--- config.mk ---
export PLATFORM = sky130hd
export DESIGN_NAME = gpu_command_decoder
export DESIGN_NICKNAME = d
export VERILOG_FILES = /design/src/rtl/gpu_pkg.sv /design/src/rtl/gpu_command_decoder.sv
export SDC_FILE = /design/constraint.sdc
export NUM_CORES = 1
export LEC_CHECK = 0
export ABC_CLOCK_PERIOD_IN_PS = 2570
export BUFFER_PORTS_ARGS = -buffer_cell sky130_fd_sc_hd__buf_2
export CAP_MARGIN = 30
export CORE_MARGIN = 1
export CORE_UTILIZATION = 53
export DETAILED_ROUTE_END_ITERATION = 10
export PLACE_DENSITY_LB_ADDON = 0.3
export SYNTH_ARGS = -nofsm -noshare
export SYNTH_HDL_FRONTEND = slang
export SYNTH_SLANG_ARGS = --single-unit
--- constraint.sdc ---
create_clock -name clk -period 2.57 [get_ports clk]
set_input_delay 0 -clock clk [delete_from_list [all_inputs] [get_ports clk]]
set_output_delay 0 -clock clk [all_outputs]
set_load 0.02 [all_outputs]
--- src/rtl/gpu_pkg.sv ---
// Shared definitions for the GPU command path: opcodes, packet lengths, coordinate widths
// and the decoder FSM state encoding.
package gpu_pkg;

    localparam logic [7:0] OP_FILL = 8'h01;
    localparam logic [7:0] OP_BLIT = 8'h02;

    localparam int FILL_LEN = 8;
    localparam int BLIT_LEN = 10;

    localparam int X_W = 9;
    localparam int Y_W = 8;

    // Wide enough to index every byte of the longest packet.
    localparam int IDX_W = 4;

    typedef enum logic [2:0] {
        IDLE,
        ARGS,
        ISSUE,
        WAIT_ACK,
        WAIT_DONE
    } state_t;

endpackage

--- src/rtl/gpu_command_decoder.sv ---
// Byte-stream decoder that assembles FILL/BLIT packets and hands them to the raster engine.
// Optional: define GPU_CMD_RANGE_CHECK_EN to reject inverted or out-of-bounds rectangles before issue.
module gpu_command_decoder
    import gpu_pkg::*;
#(
    parameter int WIDTH  = 320,
    parameter int HEIGHT = 200
) (
    input  logic           clk,
    input  logic           rst_n,
    input  logic [7:0]     rx_data,
    input  logic           rx_valid,
    output logic           rx_ready,
    output logic [X_W-1:0] X1,
    output logic [X_W-1:0] X2,
    output logic [Y_W-1:0] Y1,
    output logic [Y_W-1:0] Y2,
    output logic [X_W-1:0] blit_x_width,
    output logic [Y_W-1:0] blit_y_height,
    output logic           fill_value,
    output logic           start_fill,
    output logic           start_blit,
    input  logic           busy,
    input  logic           error,
    output logic           cmd_error,
    output logic [7:0]     cmd_count
);

    localparam logic [1:0] ACK_LIMIT = 2'd2;

    state_t           state;
    state_t           state_next;
    logic [IDX_W-1:0] arg_idx;
    logic [IDX_W-1:0] last_idx;
    logic             is_blit;
    logic [1:0]       ack_wait;
    logic             accept;
    logic             opcode_ok;
    logic             last_arg;
    logic             range_fail;

    assign accept    = rx_valid && rx_ready;
    assign opcode_ok = (rx_data == OP_FILL) || (rx_data == OP_BLIT);
    assign last_idx  = is_blit ? IDX_W'(BLIT_LEN - 1) : IDX_W'(FILL_LEN - 1);
    assign last_arg  = (state == ARGS) && accept && (arg_idx == last_idx);

    // Held low while in reset so the source cannot hand over a byte that would be lost.
    assign rx_ready = rst_n && ((state == IDLE) || (state == ARGS));

    // Every coordinate byte precedes the final argument byte, so the stored fields are complete here.
`ifdef GPU_CMD_RANGE_CHECK_EN
    assign range_fail = (X1 > X2) || (Y1 > Y2)
                     || (int'(X1) > WIDTH)  || (int'(X2) > WIDTH)
                     || (int'(Y1) > HEIGHT) || (int'(Y2) > HEIGHT);
`else
    logic unused_dims;
    assign unused_dims = ^{WIDTH, HEIGHT};
    assign range_fail  = 1'b0;
`endif

    always_ff @(posedge clk or negedge rst_n) begin
        if (!rst_n) begin
            state <= IDLE;
        end else begin
            state <= state_next;
        end
    end

    always_comb begin
        state_next = state;
        unique case (state)
            IDLE: begin
                if (accept && opcode_ok) begin
                    state_next = ARGS;
                end
            end
            ARGS: begin
                if (last_arg) begin
                    state_next = range_fail ? IDLE : ISSUE;
                end
            end
            ISSUE: begin
                if (!busy) begin
                    state_next = WAIT_ACK;
                end
            end
            WAIT_ACK: begin
                if (busy) begin
                    state_next = WAIT_DONE;
                end else if (error || (ack_wait == ACK_LIMIT)) begin
                    state_next = IDLE;
                end
            end
            WAIT_DONE: begin
                if (!busy) begin
                    state_next = IDLE;
                end
            end
            default: state_next = IDLE;
        endcase
    end

    // Operand fields are only written in ARGS, which keeps them frozen from issue until the next packet.
    always_ff @(posedge clk or negedge rst_n) begin
        if (!rst_n) begin
            X1            <= '0;
            X2            <= '0;
            Y1            <= '0;
            Y2            <= '0;
            blit_x_width  <= '0;
            blit_y_height <= '0;
            fill_value    <= 1'b0;
            start_fill    <= 1'b0;
            start_blit    <= 1'b0;
            cmd_error     <= 1'b0;
            cmd_count     <= 8'd0;
            arg_idx       <= '0;
            is_blit       <= 1'b0;
            ack_wait      <= 2'd0;
        end else begin
            start_fill <= 1'b0;
            start_blit <= 1'b0;
            case (state)
                IDLE: begin
                    if (accept) begin
                        if (opcode_ok) begin
                            cmd_error <= 1'b0;
                            is_blit   <= (rx_data == OP_BLIT);
                            arg_idx   <= IDX_W'(1);
                        end else begin
                            cmd_error <= 1'b1;
                        end
                    end
                end
                ARGS: begin
                    if (accept) begin
                        arg_idx <= arg_idx + IDX_W'(1);
                        case (arg_idx)
                            IDX_W'(1): X1[X_W-1]   <= rx_data[0];
                            IDX_W'(2): X1[X_W-2:0] <= rx_data;
                            IDX_W'(3): Y1          <= rx_data;
                            IDX_W'(4): X2[X_W-1]   <= rx_data[0];
                            IDX_W'(5): X2[X_W-2:0] <= rx_data;
                            IDX_W'(6): Y2          <= rx_data;
                            IDX_W'(7): begin
                                if (is_blit) begin
                                    blit_x_width[X_W-1] <= rx_data[0];
                                end else begin
                                    fill_value <= rx_data[0];
                                end
                            end
                            IDX_W'(8): blit_x_width[X_W-2:0] <= rx_data;
                            IDX_W'(9): blit_y_height         <= rx_data;
                            default: ;
                        endcase
                        if (last_arg && range_fail) begin
                            cmd_error <= 1'b1;
                        end
                    end
                end
                ISSUE: begin
                    if (!busy) begin
                        start_fill <= !is_blit;
                        start_blit <= is_blit;
                        ack_wait   <= 2'd0;
                    end
                end
                WAIT_ACK: begin
                    if (!busy) begin
                        if (error || (ack_wait == ACK_LIMIT)) begin
                            cmd_error <= 1'b1;
                        end else begin
                            ack_wait <= ack_wait + 2'd1;
                        end
                    end
                end
                WAIT_DONE: begin
                    if (!busy) begin
                        cmd_count <= cmd_count + 8'd1;
                    end
                end
                default: ;
            endcase
        end
    end

endmodule

==> out/results.tsv <==
stage	metric	value	unit
pwr	Cell Pwr Density	1057	nW/um^2
pwr	Internal Pwr Total	2.720	mW
detailed_routing	DR WL/cell	16.26	um
placed_design	post-DP HPWL	4.319	mm
pwr	Lkg Pwr	2.075	nW
layout	most common cell after layout, fill and taps aside	buf_2	
layout	Area Overhead vs Synth	22.50	%
layout	most frequent cells in the layout	buf_2, dfrtp_1, mux2_2	
yosys	asr flop ratio synth	100.0	%
yosys	post-synthesis sequential area ratio	56.74	%
clock_network	clk sinks	73	
hold_path	Hold Crit Class	in2async	
clock_network	H-tree depth	3	
clock_network	Root Buffer	clkbuf_8	
yosys	Netlist cell types	44	
layout	Antenna Cells	0	
global_routing	Total GRT Usage	21.63	%
worst_setup_path	worst r2r dst	X1[1]	
worst_setup_path	crit-path max FO	9	
placed_design	post-place setup slack	509.0	ps
layout	Post-Layout Inst Area	3944	sq um
detailed_routing	WL final	6.424	mm
sta	highest achievable clock rate	472.8	MHz
detailed_routing	Routed Antenna Nets	0	
detailed_routing	DRC	1	
flow_run	max_cap viols	0	
worst_setup_path	Crit Path Class	reg2reg	
pwr	Sw Share	34.74	%
sta	final setup fails	0	
pwr	Seq pwr share	42.5	%
detailed_routing	drt first pass iters	7	
die	initial core utilization	54.70	%
clock_network	post-CTS setup buffer count	0	
outcome	failing checks	DRC	
detailed_routing	vias	2065	
outcome	status	complete, but fails checks	
die	Die Wd	79.94	um
sta	final period utilization	82.29	%
pwr	net switching power figure	1.448	mW
sta	max_slew headroom	45.55	%
pwr	Final Power	4.169	mW
clock_network	latest clock arrival within the worst-skew pair	340	ps
sta	fin worst setup slack	455.2	ps
worst_setup_path	Reg2Reg Setup Slack	460	ps
clock_network	Inserted Clock Buffers	9	
detailed_routing	DR vias/cell	5.228	
placed_design	# port buffers	76	
worst_setup_path	FF-to-FF Start	state[1]	
placed_design	dpl cell area	3632	sq um
sta	RSZ-0062 raised after global routing	no	
worst_setup_path	Reg2Reg Depth	4	
die	die height	79.94	um
global_routing	first-pass GRT wire length	9.970	mm
placed_design	routability cong.	0.8646	
layout	layout cells sized above 1	48.75	%
layout	NumNets Final	334	
die	Ports	77	
pwr	worst vdd ir	547.3	uV
sta	Final Skew	12.42	ps
yosys	Synth Register Bits	73	
pwr	combinational fraction of design power	33.6	%
pwr	clock power share	23.9	%
sta	Worst Hold Slack	27.15	ps
die	core footprint	5886	sq um
yosys	Synth Cell Area	3219	sq um
sta	post-layout min period	2115	ps
detailed_routing	Iteration-0 DRC Markers	95	
yosys	Syn. warnings	0	
worst_setup_path	CP Capture Type	register	
sta	worst-margin pin slew	816.7	ps
global_routing	vias in the first global route	1903	
yosys	Synth Instances	226	
worst_setup_path	crit path DAT	2330	ps
global_routing	initial antenna violation count	0	
yosys	Syn Area/Cell	14.24	sq um
global_routing	largest net degree at the start of global routing	68	
clock_network	clock tree buffer depth	2	
yosys	top_reg_cell synth	dfrtp_1	
yosys	number of synthesized flops with an enable pin	0	
clock_network	CTS tree	built	
sta	Final Hold Fails	0	
worst_setup_path	data required time of the worst path	2790	ps
die	Rows	28	
clock_network	CTS clock-pin slew for the worst setup and hold paths	80	ps
worst_setup_path	Worst setup SP type	register	
global_routing	total grt overflow	0	
die	die area	6390	sq um
yosys	syn_nets	245	
sta	Slew Limit Fails	0	
sta	setup_tns	0	ps
[worst max-delay path, stage by stage (launching register included)]
cell,delay (ps)
dfrtp_1,480
or3b_4,460
nor4_2,260
and2_1,410
mux2_2,390
[area by class of cell]
| class | instances | area, sq um |
|---|---|---|
| multi-input combinational | 137 | 1287 |
| clock inverter | 4 | 76.32 |
| fill | 443 | 1942 |
| clock buffer | 12 | 145.1 |
| timing repair buffer | 87 | 488.0 |
| inverter | 7 | 26.28 |
| tap | 75 | 93.84 |
| sequential | 73 | 1827 |
[power by group through the flow]
stage / clock network (mW) / logic [mW] / registers, mW
floorplan: 0 / 0.629 / 2.09
global placement: 0 / 1.37 / 1.78
detailed placement: 0 / 1.40 / 1.79
CTS: 1.02 / 1.42 / 1.77
global route: 1.07 / 1.50 / 1.83
finish: 0.996 / 1.40 / 1.77
[worst max path at each step]
stage / start / slack, ps / to / cells after the start
2_1_floorplan: state[2] / 600 / X2[0] / 6
3_3_place_gp: state[2] / 560 / X1[5] / 4
3_5_place_dp: state[2] / 510 / X1[1] / 4
4_1_cts: state[1] / 490 / X1[1] / 4
5_1_grt: state[1] / 400 / X1[1] / 4
6_report: state[1] / 460 / X1[1] / 4
[sequential cells by signal, summed over array words and instances, names as in the netlist, 2 cells and up]
register	count
blit_x_width	9
ack_wait	2
blit_y_height	8
Y1	8
Y2	8
X2	9
cmd_count	8
state	3
arg_idx	4
X1	9
[what timing repair did]
item                                   CTS  global route
gates resized for setup                  0             0
hold buffers                             9             0
endpoints found under the hold margin  101             0
[stage by stage]
step,util (%),instances
4_1_cts,67.01,395
5_1_grt,67.01,395
2_1_floorplan,-,226
6_report,67.01,395
3_3_place_gp,61.71,370
3_5_place_dp,61.71,370
[cell usage after synthesis (all sizes together), types with 2 or more instances]
library cell  number  area share, %
nor4               3           0.78
a22o               3           0.82
xor2               3           0.82
inv                7           0.82
and2               5            1.1
a21oi              2           0.31
or3                2           0.39
buf                7            2.2
nand3              8            1.6
ha                 6            2.3
nor4b              3            1.7
or4bb              2           0.70
nor2              10            1.2
o21ai              4           0.62
clkbuf             2           0.23
xnor2              5            1.4
dfrtp             73             57
nand4              4           0.78
nand2b             2           0.39
mux2              54             21
nand2              6           0.70
[per-layer routing]
layer	routed length [um]	part of all wire, %	global-route usage, %	vias to the layer above
li1	-	-	-	984
met1	3158	49	31.48	1018
met2	2911	45	30.94	56
met3	287	4.5	5.600	7
met4	67	1.0	8.036	0
met5	0	0	0	-
[cells by family (layout without fill, tap and decap cells)]
logic type | Yosys count | after routing | synth area share (%)
flip-flops | 73 | 73 | 56.74
multiplexers | 55 | 55 | 21.06
AND/OR/NAND/NOR | 54 | 54 | 11.47
buffers and inverters | 16 | 110 | 3.265
AO/OA/AOI/OAI | 14 | 14 | 2.954
XOR/XNOR | 8 | 8 | 2.177
adder cells (fa/ha/maj) | 6 | 6 | 2.332
No activity file was read; power rests on OpenSTA's default activity.
